File: src/rtl/keypad_scan_controller.sv
// ---------------------------------------------------------------------------
// keypad_scan_controller
//
// Scans a 4x4 active-low matrix keypad one row at a time, debounces each of
// the 16 keys across scan frames and queues every debounced press into a
// small event FIFO with a valid/ready interface.
//
// Ports:
//   clk        in   1   system clock
//   rst_n      in   1   asynchronous active-low reset
//   col_in     in   4   keypad columns, pulled up, active low, asynchronous
//   row_out    out  4   keypad rows, active low, one row low while scanning
//   key_valid  out  1   event FIFO non-empty, key_code is valid
//   key_code   out  4   head event, code = row*4 + col
//   key_ready  in   1   consumer accepts the head event when key_valid is high
//   key_state  out 16   debounced level per key, bit row*4+col, 1 = pressed
//   overflow   out  1   one-cycle pulse when a press is dropped (FIFO full)
//   frame_done out  1   one-cycle pulse when row 3 wraps back to row 0
// ---------------------------------------------------------------------------
module keypad_scan_controller #(
   parameter int ROW_CYCLES     = 25000,
   parameter int SETTLE_CYCLES  = 250,
   parameter int DEBOUNCE_SCANS = 4,
   parameter int FIFO_DEPTH     = 4
) (
   input  logic        clk,
   input  logic        rst_n,
   input  logic [3:0]  col_in,
   output logic [3:0]  row_out,
   output logic        key_valid,
   output logic [3:0]  key_code,
   input  logic        key_ready,
   output logic [15:0] key_state,
   output logic        overflow,
   output logic        frame_done
);

   localparam int CNT_W = (ROW_CYCLES > 1) ? $clog2(ROW_CYCLES) : 1;
   localparam int PTR_W = $clog2(FIFO_DEPTH);

   localparam logic [CNT_W-1:0] CNT_LAST   = CNT_W'(ROW_CYCLES - 1);
   localparam logic [CNT_W-1:0] CNT_SAMPLE = CNT_W'(SETTLE_CYCLES - 1);
   localparam logic [CNT_W-1:0] CNT_EMIT0  = CNT_W'(SETTLE_CYCLES);
   localparam logic [CNT_W-1:0] CNT_EMIT3  = CNT_W'(SETTLE_CYCLES + 3);
   localparam logic [4:0]       DEB_N      = 5'(DEBOUNCE_SCANS);

   // Column synchronizer
   logic [3:0]        sync1_q, sync2_q;

   // Row sequencer
   logic [CNT_W-1:0]  row_cnt_q, row_cnt_d;
   logic [1:0]        row_q, row_d;
   logic [3:0]        row_out_q, row_out_d;
   logic              frame_done_q, frame_done_d;

   // Debounce and press detection
   logic [15:0]       key_state_q, key_state_d;
   logic [15:0][3:0]  deb_cnt_q, deb_cnt_d;
   logic [3:0]        pending_q, pending_d;

   // Emit
   logic [1:0]        emit_col;
   logic              push_req;
   logic [3:0]        push_code;

   // Event FIFO
   logic [3:0]        fifo_mem [FIFO_DEPTH];
   logic [PTR_W:0]    wr_ptr_q, wr_ptr_d;
   logic [PTR_W:0]    rd_ptr_q, rd_ptr_d;
   logic              fifo_empty, fifo_full;
   logic              push, pop;
   logic              overflow_q, overflow_d;

   // -----------------------------------------------------------------------
   // Row sequencing: row_out is registered so it changes on the same edge as
   // row_q and never passes through 1111 between rows.
   // -----------------------------------------------------------------------
   always_comb begin
      // NOTE: every signal gets a default first so no path through this block
      // leaves it unassigned, which would otherwise infer a latch.
      row_cnt_d    = row_cnt_q + CNT_W'(1);
      row_d        = row_q;
      frame_done_d = 1'b0;
      if (row_cnt_q == CNT_LAST) begin
         row_cnt_d    = '0;
         row_d        = row_q + 2'd1;
         frame_done_d = (row_q == 2'd3);
      end
      row_out_d = ~(4'b0001 << row_d);
   end

   // -----------------------------------------------------------------------
   // Debounce: one sample per key per frame, taken just before the emit
   // window of the current row. A rising toggle marks the column pending.
   // -----------------------------------------------------------------------
   always_comb begin
      key_state_d = key_state_q;
      deb_cnt_d   = deb_cnt_q;
      pending_d   = pending_q;
      if (row_cnt_q == CNT_EMIT3) begin
         pending_d = '0;
      end
      if (row_cnt_q == CNT_SAMPLE) begin
         for (int c = 0; c < 4; c++) begin
            if (~sync2_q[c] == key_state_q[{row_q, 2'(c)}]) begin
               deb_cnt_d[{row_q, 2'(c)}] = '0;
            end else if (({1'b0, deb_cnt_q[{row_q, 2'(c)}]} + 5'd1) == DEB_N) begin
               key_state_d[{row_q, 2'(c)}] = ~sync2_q[c];
               deb_cnt_d[{row_q, 2'(c)}]   = '0;
               if (~sync2_q[c]) begin
                  pending_d[c] = 1'b1;
               end
            end else begin
               deb_cnt_d[{row_q, 2'(c)}] = deb_cnt_q[{row_q, 2'(c)}] + 4'd1;
            end
         end
      end
   end

   // -----------------------------------------------------------------------
   // Emit window: one column per cycle in ascending order, so at most one
   // push per cycle reaches the FIFO.
   // -----------------------------------------------------------------------
   always_comb begin
      emit_col  = 2'(row_cnt_q - CNT_EMIT0);
      push_req  = 1'b0;
      push_code = 4'd0;
      if ((row_cnt_q >= CNT_EMIT0) && (row_cnt_q <= CNT_EMIT3) && pending_q[emit_col]) begin
         push_req  = 1'b1;
         push_code = {row_q, emit_col};
      end
   end

   // -----------------------------------------------------------------------
   // Event FIFO. Pointers carry one extra wrap bit to tell full from empty.
   // A push into a full FIFO is accepted when the head pops in the same
   // cycle: the write lands in the slot being vacated.
   // -----------------------------------------------------------------------
   assign fifo_empty = (wr_ptr_q == rd_ptr_q);
   assign fifo_full  = (wr_ptr_q[PTR_W] != rd_ptr_q[PTR_W]) &&
                       (wr_ptr_q[PTR_W-1:0] == rd_ptr_q[PTR_W-1:0]);
   assign pop        = !fifo_empty && key_ready;
   assign push       = push_req && (!fifo_full || pop);
   assign overflow_d = push_req && fifo_full && !pop;
   assign wr_ptr_d   = wr_ptr_q + {{PTR_W{1'b0}}, push};
   assign rd_ptr_d   = rd_ptr_q + {{PTR_W{1'b0}}, pop};

   // NOTE: the storage array has no reset; an entry is only ever read after
   // it has been written, and key_code is forced to 0 while the FIFO is empty.
   always_ff @(posedge clk) begin
      if (push) begin
         fifo_mem[wr_ptr_q[PTR_W-1:0]] <= push_code;
      end
   end

   // NOTE: all state updates use non-blocking assignments so every flop
   // samples values from before the edge, independent of statement order.
   always_ff @(posedge clk or negedge rst_n) begin
      if (!rst_n) begin
         sync1_q      <= 4'b1111;
         sync2_q      <= 4'b1111;
         row_cnt_q    <= '0;
         row_q        <= 2'd0;
         row_out_q    <= 4'b1111;
         frame_done_q <= 1'b0;
         key_state_q  <= '0;
         deb_cnt_q    <= '0;
         pending_q    <= '0;
         wr_ptr_q     <= '0;
         rd_ptr_q     <= '0;
         overflow_q   <= 1'b0;
      end else begin
         sync1_q      <= col_in;
         sync2_q      <= sync1_q;
         row_cnt_q    <= row_cnt_d;
         row_q        <= row_d;
         row_out_q    <= row_out_d;
         frame_done_q <= frame_done_d;
         key_state_q  <= key_state_d;
         deb_cnt_q    <= deb_cnt_d;
         pending_q    <= pending_d;
         wr_ptr_q     <= wr_ptr_d;
         rd_ptr_q     <= rd_ptr_d;
         overflow_q   <= overflow_d;
      end
   end

   assign row_out    = row_out_q;
   assign frame_done = frame_done_q;
   assign key_state  = key_state_q;
   assign overflow   = overflow_q;
   assign key_valid  = !fifo_empty;
   assign key_code   = fifo_empty ? 4'd0 : fifo_mem[rd_ptr_q[PTR_W-1:0]];

endmodule

File: config.mk
export PLATFORM = sky130hd
export DESIGN_NAME = keypad_scan_controller
export DESIGN_NICKNAME = d
export VERILOG_FILES = /design/src/rtl/keypad_scan_controller.sv
export SDC_FILE = /design/constraint.sdc
export NUM_CORES = 1
export LEC_CHECK = 0
export CELL_PAD_IN_SITES_DETAIL_PLACEMENT = 0
export CELL_PAD_IN_SITES_GLOBAL_PLACEMENT = 1
export CORE_UTILIZATION = 40
export CTS_BUF_LIST = sky130_fd_sc_hd__clkbuf_8
export DETAILED_ROUTE_END_ITERATION = 8
export GPL_TIMING_DRIVEN = 0
export PLACE_DENSITY = 0.65
export SYNTH_ARGS = -nofsm -noshare
export SYNTH_HDL_FRONTEND = slang
export SYNTH_SLANG_ARGS = --single-unit
File: constraint.sdc
create_clock -name clk -period 6.7 [get_ports clk]
set_input_delay 1.675 -clock clk [delete_from_list [all_inputs] [get_ports clk]]
set_output_delay 1.675 -clock clk [all_outputs]
set_load 0.05 [all_outputs]
# ---- Yosys cells after proc, flatten, opt, wreduce, memory -nomap -nowiden
# Memory sizes are Yosys's and may differ from the RTL's.
# Cells that the tools add are included.
dict set report totals {
  input_bits 7
  word_cells 182
  reg_bits 121
  out_inout_bits 27
  n_memories 1
  ram_bits 16
}
dict set report classes {
  reduce_logical 15
  order_cmp 11
  addsub 13
  eq_ne 15
  mux 86
  n_shift 1
  bitwise_logic 13
}
# memory words word_bits read_ports rd_ports_with_merged_regs wr line
set memory_table {}
lappend memory_table {fifo_mem 4 4 1 0 1 67} ;# logic [3:0] fifo_mem [FIFO_DEPTH];
# cell count
set op_table {}
lappend op_table {{64-bit two-way mux} 11}
lappend op_table {{64-bit AND} 4}
lappend op_table {{64-bit bitwise mux} 4}
lappend op_table {{16-bit two-way mux} 11}
lappend op_table {{16-bit bitwise mux} 4}
lappend op_table {{52-bit NOT with 64-bit output} 1}
lappend op_table {{56-bit NOT with 64-bit output} 1}
lappend op_table {{60-bit NOT with 64-bit output} 1}
lappend op_table {{64-bit NOT} 1}
lappend op_table {{4-bit two-way mux} 12}
lappend op_table {{4-bit binary-select mux with 2-bit select} 4}
lappend op_table {{4-bit demux with 2-bit select} 4}
lappend op_table {{15-bit by 8-bit == test with 1-bit output, second input constant} 2}
lappend op_table {{1-bit two-way mux} 25}
lappend op_table {{4-bit by 1-bit adder with 5-bit output, second input constant} 4}
lappend op_table {{5-bit by 3-bit == test with 1-bit output, second input constant} 4}
lappend op_table {{4-bit by 5-bit less-than comparator with 1-bit output, second input constant} 4}
lappend op_table {{4-bit by 1-bit adder with 4-bit output, second input constant} 4}
lappend op_table {{4-bit by 1-bit >= comparator with 1-bit output, second input constant} 4}
lappend op_table {{15-bit by 1-bit adder with 15-bit output, second input constant} 1}
lappend op_table {{15-bit == test, second input constant} 1}
lappend op_table {{15-bit by 8-bit >= comparator with 1-bit output, second input constant} 1}
lappend op_table {{15-bit by 8-bit <= comparator with 1-bit output, second input constant} 1}
lappend op_table {{15-bit two-way mux} 1}
lappend op_table {{18 further kinds} 44}

# ---- Depth between registers and ports, before layout
dict set report logic_depth {
  ltp_word 20
  mapped_depth 9
  mapped_depth_nobuf 9
}

# ---- Least setup slack after synthesis
# OpenSTA, ideal clock, no wires.
dict set report synth_timing {
  kind {flip-flop to output port}
  start {register rd_ptr_q[0]}
  end {output key_code[0]}
  arrival_time_ns 1.673
  path_stages_with_launch 5
  setup_slack_ns 3.352
  required_ns 5.025
  cell_sequence {dfrtp_1 -> clkbuf_1 -> xnor2_1 -> and3_1 -> nor2b_1}
}
dict set report synth_between {
  elab_chain_len 2
  elab_cells_between_ends 3
  classes_between {eq/ne (1); mux (1); memory (1)}
}
# item line
set synth_lines {}
lappend synth_lines {{start, declared} 69} ;# logic [PTR_W:0] rd_ptr_q, rd_ptr_d;
lappend synth_lines {{start signal, assigned} 183} ;# rd_ptr_q <= rd_ptr_d;
lappend synth_lines {{memory read 4 x 4 bit or 3-bit == test (tied branches)} n/a}
lappend synth_lines {{4-bit two-way mux (*)} 193} ;# assign key_code = fifo_empty ? 4'd0 : fifo_mem[rd_ptr_q[PTR_W-1:0]];
lappend synth_lines {{end, declared} 31} ;# output logic [3:0] key_code,
# Every way passes the cells marked *; elsewhere a longest branch is shown, timed or not.

# ---- Final worst setup path
dict set report layout_timing {
  start {register rd_ptr_q[0]}
  end {output key_code[1]}
}
# The elaborated chain is that of the path after synthesis.

==> run metrics <==
Critical Path AT 2.57 ns; slew margin rel. 0.320; Root Buffer clkbuf_8; Post-synth EDFFs 16; Post-Place Setup Slack 2.89 ns; Fin. Hold Viols 0; CTS buffer count 17; max-slew violations 0; Filler cells 1,541; vias in the first global route 4,822; Post-Syn Area 6590 sq um; total power 1.67 mW; VDD IR max 0.000122 V; post-DP HPWL 11,700 microns; n_diodes 0; register bit total from synthesis 137; I/O pins 34; area growth from synthesis to layout 15.7%; setup TNS 0 ns; crit path max fanout 5; H-tree depth 4; CTS tree yes; Via density 5.45; Congestion Overflow GR 0; crit path capture type primary output; share of layout cells above drive strength 1 0.153; initial antenna violation count 0; Longest Clk Path Bufs 2; Worst Hold Depth 0; CP Cell Sequence clkbuf_1 > mux4_2 > nor2b_1 > clkdlybuf4s50_1; hold buffers post-CTS 0; Worst Max-Slew Pin Slew 1.01 ns; Clock Sink Count 137; Starting Density 0.412; DIE HEIGHT 130 microns; pwr/cell area 219 nW/um^2; async set-reset flop share out of synthesis 0.883; Die Wd 130 microns; core box area 16,000 sq um; Synthesized Nets 615; Startpoint Class register; Placed Instances 843; Routed Antenna Nets 0; crit path time final 4.24 ns; Port Buffers 33; non-filler instance count after layout 875; global-route wire length before repair 27,400 microns; post-DR wirelength/cell 19.4 microns; cts repair resizes 0; final setup margin 2.46 ns; largest net degree at the start of global routing 71; drt drc 0; First-pass DRT Iterations 4; required time of the critical path 5.03 ns; Max-Cap Viols 0; drt initial violations 348; worst-skew pair later-pin latency 0.46 ns; Die Area 17,000 sq um; total leakage power 3.09 nW; Post-CTS Setup Inserts 0; fin nets 668; Avg Cell Area, Syn 11.1 sq um; # setup viols final 0; Yosys Warn Count 0; Top FF cell, synth dfrtp_1; status complete, no violations; Crit Path Class reg2out; Netlist cell types 47; final wirelength 17,000 microns; unrepaired setup endpoints after global routing no; slowest stage delay, CP 0.70 ns; Vias 4,766; CP max stage cell clkdlybuf4s50_1; Final period util 0.633; Hold Path Class reg2reg; hold slack 0.360 ns; Final GP Congestion 0.829; sequential area share after synthesis 0.535; clk_skew 0.0102 ns; All-Layer GR Usage 0.224; Max Fclk 236 MHz; reg2reg path depth 5; Worst-path clk slew 0.08 ns; # rows 46; Mapped Cells 593
## stage by stage
step,util,cell area (sq um)
final,0.477,7630
after global routing,0.477,7630
after CTS,0.477,7630
after detailed placement,0.451,7220
after global placement,0.449,7190
after floorplan,-,6590
## synthesized netlist by cell type, types with 4 or more instances
cell type    n  share of area
dfrtp_1    109           0.41
nand2_1     99          0.056
o21ai_0     83          0.063
a21oi_1     43          0.033
mux4_2      22          0.075
nand3_1     19          0.014
edfxtp_1    16          0.073
clkbuf_1    15         0.0085
ha_1        15          0.028
nor2_1      14         0.0080
dfstp_2     12          0.048
nor3_1      12         0.0091
inv_1       11         0.0063
nand2b_1    10         0.0095
xor2_1      10          0.013
mux2_2       9          0.015
nand3b_1     9          0.010
xnor2_1      9          0.012
and3_1       7         0.0066
mux2i_1      7          0.011
nor2b_1      6         0.0057
and2_1       5         0.0047
buf_2        5         0.0038
nor3_2       4         0.0061
nor4_2       4         0.0076
o22a_1       4         0.0053
o22ai_1      4         0.0038
## area by class of cell
class,count,area [sq um],share of cell area
plain buffers,24,113,0.0148
clock buffers,17,234,0.0307
clock inverters,15,174,0.0228
inverters,11,41.3,0.00541
multi-input cells,421,2910,0.382
flip-flops and latches,137,3520,0.462
well taps,216,270,0.0354
repair buffers,34,359,0.0471
## registers in the layout (all words and copies together) (netlist names), 2 cells and up
signal / count
rd_ptr_q: 3
key_state: 16
sync1_q: 4
row_out: 4
deb_cnt_q: 64
row_cnt_q: 15
sync2_q: 4
row_q: 2
wr_ptr_q: 3
fifo_mem: 16
pending_q: 4
## worst paths after layout
kind                                       end  slack, ns    startpoint
worst max-delay path               key_code[1]       2.46   rd_ptr_q[0]
worst min-delay path                sync2_q[3]       0.36    sync1_q[3]
worst max register to register  fifo_mem[2][1]       3.70  row_cnt_q[9]
worst min register to register      sync2_q[3]       0.36    sync1_q[3]
max in group asynchronous           sync2_q[2]       4.78         rst_n
min in group asynchronous          rd_ptr_q[1]       1.15         rst_n
## kinds of logic after synthesis
group | count (synthesis) | synth area share
buffers and inverters | 35 | 0.0234
flip-flops | 137 | 0.535
adder cells (fa/ha/maj) | 15 | 0.0285
multiplexers | 38 | 0.101
AND/OR/NAND/NOR | 205 | 0.161
AO/OA/AOI/OAI | 140 | 0.111
XOR/XNOR | 23 | 0.0403
## cells in the final DEF (no fill, tap or decap), types with 5 or more instances in the layout
cell / instances
nor2b_1: 6
nand3_1: 19
a21oi_1: 43
and2_1: 5
mux2_2: 9
nor3_1: 12
nand2_1: 99
inv_1: 11
and3_1: 7
edfxtp_1: 16
mux4_2: 22
buf_2: 5
xor2_1: 10
dfstp_2: 12
nor2_1: 14
dfrtp_1: 109
clkbuf_8: 17
clkdlybuf4s50_1: 32
ha_1: 15
nand2b_1: 10
nand3b_1: 9
mux2i_1: 7
o21ai_0: 83
xnor2_1: 9
clkbuf_1: 15
## worst max-delay path, delay by kind of cell (launching register included)
kind | cells | cell delay, ns
buf+inv | 2 | 1.05
mux | 1 | 0.56
flops | 1 | 0.36
simple gates | 1 | 0.14
## per-layer routing
layer	track usage	wire length, microns	up-vias
met5	0	0	-
met4	0.0764	303	0
met3	0.0685	1020	28
met2	0.336	7760	131
met1	0.309	7900	2378
li1	-	-	2229
## report_power, final
| part | switching [mW] | internal, mW |
|---|---|---|
| clock | 0.343 | 0.369 |
| sequential | 0.0173 | 0.852 |
| combinational | 0.0506 | 0.0355 |
Note: power is estimated with default switching activity, not from simulation.
